## src/rtl/sw_alloc_pkg.sv

```systemverilog
// rtl/sw_alloc_pkg.sv - shared constants and types for the switch allocator
package sw_alloc_pkg;

    // NPORT must stay a power of two: the round-robin scan relies on index wrap.
    localparam int NPORT = 4;
    localparam int CREDW = 3;
    localparam int PIDXW = $clog2(NPORT);
    localparam logic [CREDW-1:0] CRED_INIT = CREDW'(4);

    typedef logic [PIDXW-1:0] port_idx_t;

    typedef enum logic {
        IDLE = 1'b0,
        BUSY = 1'b1
    } out_state_e;

endpackage

```

## src/rtl/sw_alloc_if.sv

```systemverilog
// rtl/sw_alloc_if.sv - request/credit inputs and grant/fire/pop outputs of the allocator
interface sw_alloc_if;
    import sw_alloc_pkg::*;

    logic [NPORT*NPORT-1:0] req;
    logic [NPORT-1:0]       tail;
    logic [NPORT-1:0]       cred_ret;
    logic [NPORT*NPORT-1:0] grant;
    logic [NPORT-1:0]       fire;
    logic [NPORT-1:0]       pop;
    logic                   err;

    modport master (
        output req, tail, cred_ret,
        input  grant, fire, pop, err
    );

    modport slave (
        input  req, tail, cred_ret,
        output grant, fire, pop, err
    );

endinterface

```

## src/rtl/sw_alloc_rr_pick.sv

```systemverilog
// rtl/sw_alloc_rr_pick.sv - combinational round-robin picker, first request after ptr wins
module sw_alloc_rr_pick
    import sw_alloc_pkg::*;
(
    input  logic [NPORT-1:0] req,
    input  port_idx_t        ptr,
    output logic [NPORT-1:0] gnt,
    output port_idx_t        idx,
    output logic             any
);

    always_comb begin
        gnt = '0;
        idx = ptr;
        any = 1'b0;
        // ptr+NPORT wraps back to ptr itself, so the last owner has lowest priority.
        for (int k = 1; k <= NPORT; k++) begin
            if (!any && req[ptr + port_idx_t'(k)]) begin
                any = 1'b1;
                idx = ptr + port_idx_t'(k);
            end
        end
        if (any) begin
            gnt[idx] = 1'b1;
        end
    end

endmodule

```

## src/rtl/sw_alloc.sv

```systemverilog
// rtl/sw_alloc.sv - wormhole switch allocator with per-output round robin and credit pacing
module sw_alloc
    import sw_alloc_pkg::*;
(
    input  logic      clk,
    input  logic      rst,
    sw_alloc_if.slave bus
);

    logic [NPORT-1:0] req_by_out [NPORT];   // [o][i]
    logic [NPORT-1:0] grant_all  [NPORT];   // [o][i]
    logic [NPORT-1:0] owned_by   [NPORT];   // [i][o]
    logic [NPORT-1:0] owns_any;
    logic [NPORT-1:0] fire;
    logic [NPORT-1:0] err_set;
    logic             err_q, err_d;

    for (genvar gi = 0; gi < NPORT; gi++) begin : g_in
        for (genvar go = 0; go < NPORT; go++) begin : g_cross
            assign req_by_out[go][gi]     = bus.req[gi*NPORT+go];
            assign owned_by[gi][go]       = grant_all[go][gi];
            assign bus.grant[go*NPORT+gi] = grant_all[go][gi];
        end
        assign owns_any[gi] = |owned_by[gi];
        assign bus.pop[gi]  = |(fire & owned_by[gi]);
    end

    for (genvar go = 0; go < NPORT; go++) begin : g_out
        out_state_e       state_q, state_d;
        port_idx_t        owner_q, owner_d;
        port_idx_t        ptr_q, ptr_d;
        logic [NPORT-1:0] grant_q, grant_d;
        logic [CREDW-1:0] cred_q, cred_d;
        logic [NPORT-1:0] elig, pick_oh;
        port_idx_t        pick_idx;
        logic             pick_any;
        logic             fire_o, has_cred;

        // An input already holding another output cannot start a second packet.
        assign elig = req_by_out[go] & ~owns_any;

        sw_alloc_rr_pick u_pick (
            .req (elig),
            .ptr (ptr_q),
            .gnt (pick_oh),
            .idx (pick_idx),
            .any (pick_any)
        );

        always_ff @(posedge clk or negedge rst) begin
            if (!rst) begin
                state_q <= IDLE;
                owner_q <= '0;
                ptr_q   <= port_idx_t'(NPORT-1);
                grant_q <= '0;
                cred_q  <= CRED_INIT;
            end else begin
                state_q <= state_d;
                owner_q <= owner_d;
                ptr_q   <= ptr_d;
                grant_q <= grant_d;
                cred_q  <= cred_d;
            end
        end

        always_comb begin
            state_d = state_q;
            owner_d = owner_q;
            ptr_d   = ptr_q;
            grant_d = grant_q;
            case (state_q)
                IDLE: begin
                    if (pick_any && has_cred) begin
                        state_d = BUSY;
                        owner_d = pick_idx;
                        grant_d = pick_oh;
                    end
                end
                BUSY: begin
                    if (fire_o && bus.tail[owner_q]) begin
                        state_d = IDLE;
                        ptr_d   = owner_q;
                        grant_d = '0;
                    end
                end
                default: ;
            endcase

            cred_d = cred_q;
            if (fire_o && !bus.cred_ret[go]) begin
                cred_d = cred_q - CREDW'(1);
            end else if (!fire_o && bus.cred_ret[go] && cred_q != CRED_INIT) begin
                cred_d = cred_q + CREDW'(1);
            end
        end

        always_comb begin
            has_cred = (cred_q != '0);
            fire_o   = (state_q == BUSY) && req_by_out[go][owner_q] && has_cred;
        end

        assign fire[go]      = fire_o;
        assign grant_all[go] = grant_q;
        assign err_set[go]   = bus.cred_ret[go] && !fire_o && (cred_q == CRED_INIT);
    end

    always_comb begin
        err_d = err_q | (|err_set);
    end

    always_ff @(posedge clk or negedge rst) begin
        if (!rst) begin
            err_q <= 1'b0;
        end else begin
            err_q <= err_d;
        end
    end

    assign bus.fire = fire;
    assign bus.err  = err_q;

endmodule

```

## src/flat_wrapper.sv

```systemverilog
// flat-port wrapper written by rule: the top's interface ports become plain ports
module sw_alloc_flat import sw_alloc_pkg::*;
  (clk, rst, bus_req, bus_tail, bus_cred_ret, bus_grant, bus_fire, bus_pop, bus_err);
  sw_alloc_if bus_i ();
  input  logic clk;
  input  logic rst;
  input wire logic [$bits(bus_i.req)-1:0] bus_req;
  input wire logic [$bits(bus_i.tail)-1:0] bus_tail;
  input wire logic [$bits(bus_i.cred_ret)-1:0] bus_cred_ret;
  output wire logic [$bits(bus_i.grant)-1:0] bus_grant;
  output wire logic [$bits(bus_i.fire)-1:0] bus_fire;
  output wire logic [$bits(bus_i.pop)-1:0] bus_pop;
  output wire logic [$bits(bus_i.err)-1:0] bus_err;
  assign bus_i.req = bus_req;
  assign bus_i.tail = bus_tail;
  assign bus_i.cred_ret = bus_cred_ret;
  assign bus_grant = bus_i.grant;
  assign bus_fire = bus_i.fire;
  assign bus_pop = bus_i.pop;
  assign bus_err = bus_i.err;
  sw_alloc u_core (.clk(clk), .rst(rst), .bus(bus_i));
endmodule
```

## config.mk

```make
export PLATFORM = sky130hd
export DESIGN_NAME = sw_alloc_flat
export DESIGN_NICKNAME = d
export VERILOG_FILES = /design/src/rtl/sw_alloc_pkg.sv /design/src/rtl/sw_alloc_if.sv /design/src/rtl/sw_alloc_rr_pick.sv /design/src/rtl/sw_alloc.sv /design/src/flat_wrapper.sv
export SDC_FILE = /design/constraint.sdc
export NUM_CORES = 1
export LEC_CHECK = 0
export BUFFER_PORTS_ARGS = -buffer_cell sky130_fd_sc_hd__buf_2
export CAP_MARGIN = 20
export CORE_MARGIN = 2
export CORE_UTILIZATION = 52
export DETAILED_ROUTE_END_ITERATION = 6
export PLACE_DENSITY = 0.73
export SKIP_CTS_REPAIR_TIMING = 1
export SLEW_MARGIN = 0
export SYNTH_ARGS = -nofsm -noshare
export SYNTH_HDL_FRONTEND = slang
export SYNTH_HIERARCHICAL = 1
export SYNTH_SLANG_ARGS = --single-unit
```

## constraint.sdc

```tcl
create_clock -name clk -period 4.6 [get_ports clk]
set_input_delay 0.23 -clock clk [delete_from_list [all_inputs] [get_ports clk]]
set_output_delay 0.23 -clock clk [all_outputs]
set_load 0.005 [all_outputs]
```

Word-level counts from Yosys, hierarchy flattened
Cells that the tools add are included.
W data, S select, Z words.
{"block": "totals", "register_bits": 49, "inputBits": 26, "elab_cells": 320}
{"block": "classes", "add_sub_neg": 20, "n_lt_le_gt_ge": 28, "eq_ne": 16, "muxes": 124, "bitwise_logic": 14, "n_reduce_logical": 97}
{"operator": "$lt A2 B3 Y1 const B", "n": 24}
{"operator": "$mux W1", "n": 52}
{"operator": "$bmux W1 S2", "n": 24}
{"operator": "$logic_and A1 B1 Y1", "n": 48}
{"operator": "$mux W4", "n": 12}
{"operator": "$reduce_or A4 Y1", "n": 9}
{"operator": "$and A4 B4 Y4", "n": 8}
{"operator": "$mux W2", "n": 16}
{"operator": "$pmux W4 S2", "n": 4}
{"operator": "$mux W3", "n": 8}
{"operator": "$reduce_and A2 Y1", "n": 12}
{"operator": "$logic_not A1 Y1", "n": 20}
{"operator": "$add A2 B2 Y2 const B", "n": 8}
{"operator": "$add A3 B1 Y3 const B", "n": 4}
{"operator": "$eq A3 B3 Y1 const B", "n": 4}
{"operator": "$ne A3 B3 Y1 const B", "n": 4}
{"operator": "$reduce_bool A3 Y1", "n": 4}
{"operator": "$sub A3 B1 Y3 const B", "n": 4}
{"operator": "$add A2 B1 Y2 const B", "n": 4}
{"operator": "$demux W1 S2", "n": 4}
{"operator": "$ge A2 B1 Y1 const B", "n": 4}
{"operator": "$ne A2 B1 Y1 const B", "n": 4}
{"operator": "$ne A2 B2 Y1 const B", "n": 4}
{"operator": "$pmux W1 S2", "n": 4}
{"operator": "other kinds (4)", "n": 10}

Depth between registers and ports, before layout
{"block": "logic_depth", "depth_word": 22, "depth_mapped": 10, "mapped_depth_nobuf": 8}

By module
Netlist, hierarchy kept.
{"mod": "sw_alloc", "n_inst": 1, "cells_each": 301, "area_per_inst_um2": 3106.7}
{"mod": "sw_alloc_rr_pick at u_core.g_out[1].u_pick ...", "n_inst": 2, "cells_each": 32, "area_per_inst_um2": 196.4}
{"mod": "sw_alloc_rr_pick at u_core.g_out[0].u_pick ...", "n_inst": 2, "cells_each": 31, "area_per_inst_um2": 175.2}

Worst setup path after synthesis
No wires, ideal clock.
{"block": "synth_timing", "kind": "register -> register", "startpoint": "register u_core.g_out[1].owner_q[0]", "endpoint": "register u_core.g_out[1].cred_q[1]", "setup_ns": 0.079, "t_arrival_ns": 2.175, "required_ns": 4.521, "path_slack_ns": 2.346, "stages_incl_launch_ff": 9, "n_path_buf": 2, "path_cell_list": "dfrtp_1 > clkbuf_2 > mux4_2 > and3_1 > buf_2 > nand2b_1 > fa_1 > a211oi_1 > a2bb2oi_1"}
{"block": "synth_between", "elab_chain_len": 8, "word_cells_on_any_way": 10, "cone_classes": "mux: 3; reduce/logical: 7"}
{"item": "from (decl)", "line": "sw_alloc.sv:30", "source": "port_idx_t owner_q, owner_d;"}
{"item": "from (signal assigned)", "line": "sw_alloc.sv:59", "source": "owner_q <= owner_d;"}
{"item": "$bmux W1 S2 *", "line": "sw_alloc.sv:99", "source": "fire_o = (state_q == BUSY) && req_by_out[go][owner_q] && has_cred;"}
{"item": "$mux W1 (not written as such) *", "line": "sw_alloc.sv:99"}
{"item": "$logic_and A1 B1 Y1 * (2 in a row)", "line": "sw_alloc.sv:99"}
{"item": "named net u_core.g_out[1].fire_o", "line": "sw_alloc.sv:37", "source": "logic fire_o, has_cred;"}
{"item": "$logic_not A1 Y1", "line": "sw_alloc.sv:92", "source": "end else if (!fire_o && bus.cred_ret[go] && cred_q != CRED_INIT) begin"}
{"item": "$logic_and A1 B1 Y1 (2 in a row)", "line": "sw_alloc.sv:92"}
{"item": "$reduce_bool A2 Y1 (no source line)"}
{"item": "to (signal assigned)", "line": "sw_alloc.sv:62", "source": "cred_q <= cred_d;"}
{"item": "to (decl)", "line": "sw_alloc.sv:33", "source": "logic [CREDW-1:0] cred_q, cred_d;"}
The timed path passes the listed nets; every way through them passes the cells marked *. The select of a mux whose other input is x is not followed.
A chain may end at the register's enable or synchronous reset.

Worst setup path after layout
{"block": "layout_timing", "startpoint": "register u_core.g_out[3].owner_q[0]", "endpoint": "register u_core.g_out[3].cred_q[2]"}
{"block": "layout_between", "elab_chain_len": 8, "word_cells_on_any_way": 10, "cone_classes": "mux: 3; reduce/logical: 7"}
{"item": "from (decl)", "line": "sw_alloc.sv:30"}
{"item": "from (signal assigned)", "line": "sw_alloc.sv:59"}
{"item": "$bmux W1 S2 *", "line": "sw_alloc.sv:99"}
{"item": "$mux W1 (not written as such) *", "line": "sw_alloc.sv:99"}
{"item": "$logic_and A1 B1 Y1 * (2 in a row)", "line": "sw_alloc.sv:99"}
{"item": "$logic_not A1 Y1", "line": "sw_alloc.sv:92"}
{"item": "$logic_and A1 B1 Y1 (2 in a row)", "line": "sw_alloc.sv:92"}
{"item": "$reduce_bool A2 Y1 (no source line)"}
{"item": "to (signal assigned)", "line": "sw_alloc.sv:62"}
{"item": "to (decl)", "line": "sw_alloc.sv:33"}
Mark *: on every way between the ends. The rest lies on a longest branch, timed or not. The select of a mux whose other input is x is not followed.

==> out/qor.csv <==
metric;value;unit
outcome;finished clean;
Final Critical Period;2.93;ns
sequential element share of the synthesized area;32.2;%
post-DR wirelength/cell;17.6;um
clock root buffer;sky130_fd_sc_hd__clkbuf_8;
Max Clk Rate;0.342;GHz
TritonCTS clock tree;done;
setup-violating endpoint count in the final report;0;
Final Routed Wirelength;9.69;mm
cells taking the most area after synthesis;sky130_fd_sc_hd__dfrtp_1 24%, sky130_fd_sc_hd__dfstp_2 8.2%, sky130_fd_sc_hd__mux2_2 5.8%;
most frequently used cell type in the post-synthesis netlist;sky130_fd_sc_hd__dfrtp_1;
cell taking the most area after synthesis;sky130_fd_sc_hd__dfrtp_1;
crit path setup slack, layout;1.67;ns
area of the mapped netlist;0.00385;sq mm
Die Outline Area;0.00811;sq mm
final-report hold violation count;0;
number of input and output port buffers inserted;50;
R2R Path End;u_core/g_out[3].cred_q[2]$_DFFE_PN1P_;
transition time at the pin with the least slew margin;0.876;ns
count of clock tree sinks;49;
share of the cycle needed by the critical path after routing;63.6;%
number of cells produced by synthesis;427;
initial antenna violation count;0;
global-route wire length before repair;15.6;mm
Critical R2R Launch;u_core/g_out[3].owner_q[0]$_DFFE_PN0P_;
count of H-tree levels built during CTS;2;
fraction of power consumed by the clock network;8.0;%
pin count of the biggest net entering global routing;50;
final total power;3550;uW
CTS clock-pin slew for the worst setup and hold paths;0.09;ns
Post-route DRC;0;
arrival time worst endpoint;3.16;ns
area growth from synthesis to final layout;7.57;%
Max transition margin;41.0;%
fraction of post-synthesis cell area in the top cell type by area;24.0;%
power per unit of standard cell area;857;mW/mm^2
number of global-route vias before repair;3159;
ratio of cells with drive above 1 in the final layout;25.2;%
number of max-slew violations in the final report;0;
total clock buffers created by CTS;5;
switching power of the nets;1670;uW
post-detailed-placement half-perimeter wirelength;7.22;mm
power share of the sequential group;29.1;%
clock network latency to the later pin of the worst-skew pair;0.31;ns
floorplan row count;31;
max-cap violation count;0;
type of the most critical hold path;input port to asynchronous set/reset pin;
switching power share of the total;47.1;%
number of iterations in the first detailed-routing pass;5;
GR Overflow Total;0;
number of cells on the worst reg-to-reg path;8;
total core area;0.00721;sq mm
Final ANT Viol Nets;0;
boundary pin count;51;
buffer depth of the longest clock path;2;
Synth async-reset ratio;100;%
clk_skew;0.00766;ns
startpoint-to-endpoint class of the critical path;register to register;
number of storage elements in the synthesis netlist;49;
worst-path maximum fanout;11;
synth unique cells;60;
starting density of the core;53.4;%
crit path launch type;register;
leakage power of the design;0.00180;uW
Internal Power;1880;uW
die height;90.0;um
count of routing violations after the opening detailed-route iteration;270;
Avg Cell Area, Syn;9.02;sq um
Inserted Diodes;0;
overall track demand over capacity in global routing;23.7;%
pre-CTS setup slack;1.72;ns
Setup TNS Final;0;ns
Post-synth top flop;sky130_fd_sc_hd__dfrtp_1;
Synthesis Warnings;6;
Via density;6.23;
die extent in x;90.0;um
required arrival time at the worst endpoint;4.83;ns
setup slack on the worst flop-to-flop path;1.67;ns
Final nets;482;
final estimated routing congestion in global placement;0.926;
Worst IR Drop VDD;367;uV
synth cell count leaders;37 x sky130_fd_sc_hd__dfrtp_1, 32 x sky130_fd_sc_hd__a21oi_1, 31 x sky130_fd_sc_hd__nor2_1;
crit end category;register;
Comb pwr share;62.9;%
vias;3439;
setup repair after global routing missed its margin;false;
nets in the synthesized netlist;457;
Post-synth EDFFs;0;
[per-stage QoR]
step | hold slack, ns | instance area [sq um] | util [%] | instances
after floorplan | -0.0656 | 3850 | - | 427
after global placement | 0.380 | 4040 | 56.0 | 544
after detailed placement | 0.377 | 4040 | 56.0 | 544
after CTS | 0.0414 | 4140 | 57.4 | 552
after global routing | 0.0609 | 4140 | 57.4 | 552
final | 0.0171 | 4140 | 57.4 | 552
[layout make-up]
cell class              count  area [sq um]
inverters                  20          75.1
flip-flops and latches     49          1240
repair buffers             51           258
clock inverters             1          5.00
well taps                  99           124
fillers                   657          3070
clock buffers               7          96.3
multi-input cells         325          2340
[state kept, by name (all words and copies together) (netlist names)]
name,cells
u_core/g_out.ptr_q,8
u_core/g_out.grant_q,16
u_core/g_out.state_q,4
u_core/bus.err,1
u_core/g_out.owner_q,8
u_core/g_out.cred_q,12
[metal layers]
layer  GRT usage (%)  share of wire (%)  up-vias
met3            4.11                6.8       15
met1            31.0                 43     1665
met5               0                  0        -
met2            40.0                 48      139
met4            8.08                2.3        0
li1                -                  -     1620
[worst max-delay path by stage]
| stage | cells past startpoint | to | start | slack (ns) |
|---|---|---|---|---|
| after CTS | 8 | u_core/g_out[3].cred_q[2]$_DFFE_PN1P_ | u_core/g_out[3].owner_q[0]$_DFFE_PN0P_ | 1.69 |
| after floorplan | 8 | u_core/g_out[1].cred_q[1]$_DFFE_PN0P_ | u_core/g_out[1].owner_q[0]$_DFFE_PN0P_ | 2.35 |
| after global routing | 8 | u_core/g_out[3].cred_q[2]$_DFFE_PN1P_ | u_core/g_out[3].owner_q[0]$_DFFE_PN0P_ | 1.43 |
| after global placement | 8 | u_core/g_out[3].cred_q[2]$_DFFE_PN1P_ | u_core/g_out[3].owner_q[0]$_DFFE_PN0P_ | 1.83 |
| after detailed placement | 8 | u_core/g_out[3].cred_q[2]$_DFFE_PN1P_ | u_core/g_out[3].owner_q[0]$_DFFE_PN0P_ | 1.72 |
| final | 8 | u_core/g_out[3].cred_q[2]$_DFFE_PN1P_ | u_core/g_out[3].owner_q[0]$_DFFE_PN0P_ | 1.67 |
[worst max-delay path, cell delays in order, from the launching register on]
cell	delay, ns
sky130_fd_sc_hd__dfrtp_1	0.51
sky130_fd_sc_hd__nand2b_1	0.20
sky130_fd_sc_hd__o22ai_1	0.62
sky130_fd_sc_hd__and2_1	0.46
sky130_fd_sc_hd__nand2b_1	0.12
sky130_fd_sc_hd__fa_1	0.44
sky130_fd_sc_hd__nand2b_1	0.19
sky130_fd_sc_hd__a32oi_1	0.19
sky130_fd_sc_hd__o21ai_0	0.11
[cell usage in the layout, fill, tap and decap left out, types with 5 or more instances in the layout]
cell type	count
sky130_fd_sc_hd__clkbuf_8	7
sky130_fd_sc_hd__a21o_1	11
sky130_fd_sc_hd__nor3_1	9
sky130_fd_sc_hd__inv_1	20
sky130_fd_sc_hd__nor2b_1	10
sky130_fd_sc_hd__dfstp_2	12
sky130_fd_sc_hd__o211ai_1	6
sky130_fd_sc_hd__o21ai_0	12
sky130_fd_sc_hd__and2_1	20
sky130_fd_sc_hd__mux2_2	20
sky130_fd_sc_hd__and3_1	7
sky130_fd_sc_hd__a21oi_1	32
sky130_fd_sc_hd__buf_2	50
sky130_fd_sc_hd__nand2b_1	11
sky130_fd_sc_hd__o22ai_1	6
sky130_fd_sc_hd__nor2_1	31
sky130_fd_sc_hd__a22o_1	22
sky130_fd_sc_hd__mux4_2	6
sky130_fd_sc_hd__a211oi_1	6
sky130_fd_sc_hd__nand2_1	27
sky130_fd_sc_hd__mux2i_1	5
sky130_fd_sc_hd__nor4_1	5
sky130_fd_sc_hd__o221a_2	6
sky130_fd_sc_hd__nand3_1	6
sky130_fd_sc_hd__dfrtp_1	37
[cell families (layout without fill, tap and decap cells)]
logic type	after synthesis	count (layout)	synth area share, %
fa+ha+maj	4	4	2.08
mux	32	32	11.3
flops	49	49	32.2
simple gates	146	146	20.1
buf+inv	53	79	6.92
compound gates	138	138	26.2
xor+xnor	5	5	1.14
[power groups by stage]
stage | Sequential (uW) | Combinational (uW) | Clock, uW
2_1_floorplan | 863 | 1920 | 0
3_3_place_gp | 1020 | 2130 | 0
3_5_place_dp | 1040 | 2200 | 0
4_1_cts | 1030 | 2200 | 289
5_1_grt | 1080 | 2460 | 310
6_report | 1030 | 2230 | 284
Note: power is estimated with default switching activity, not from simulation.
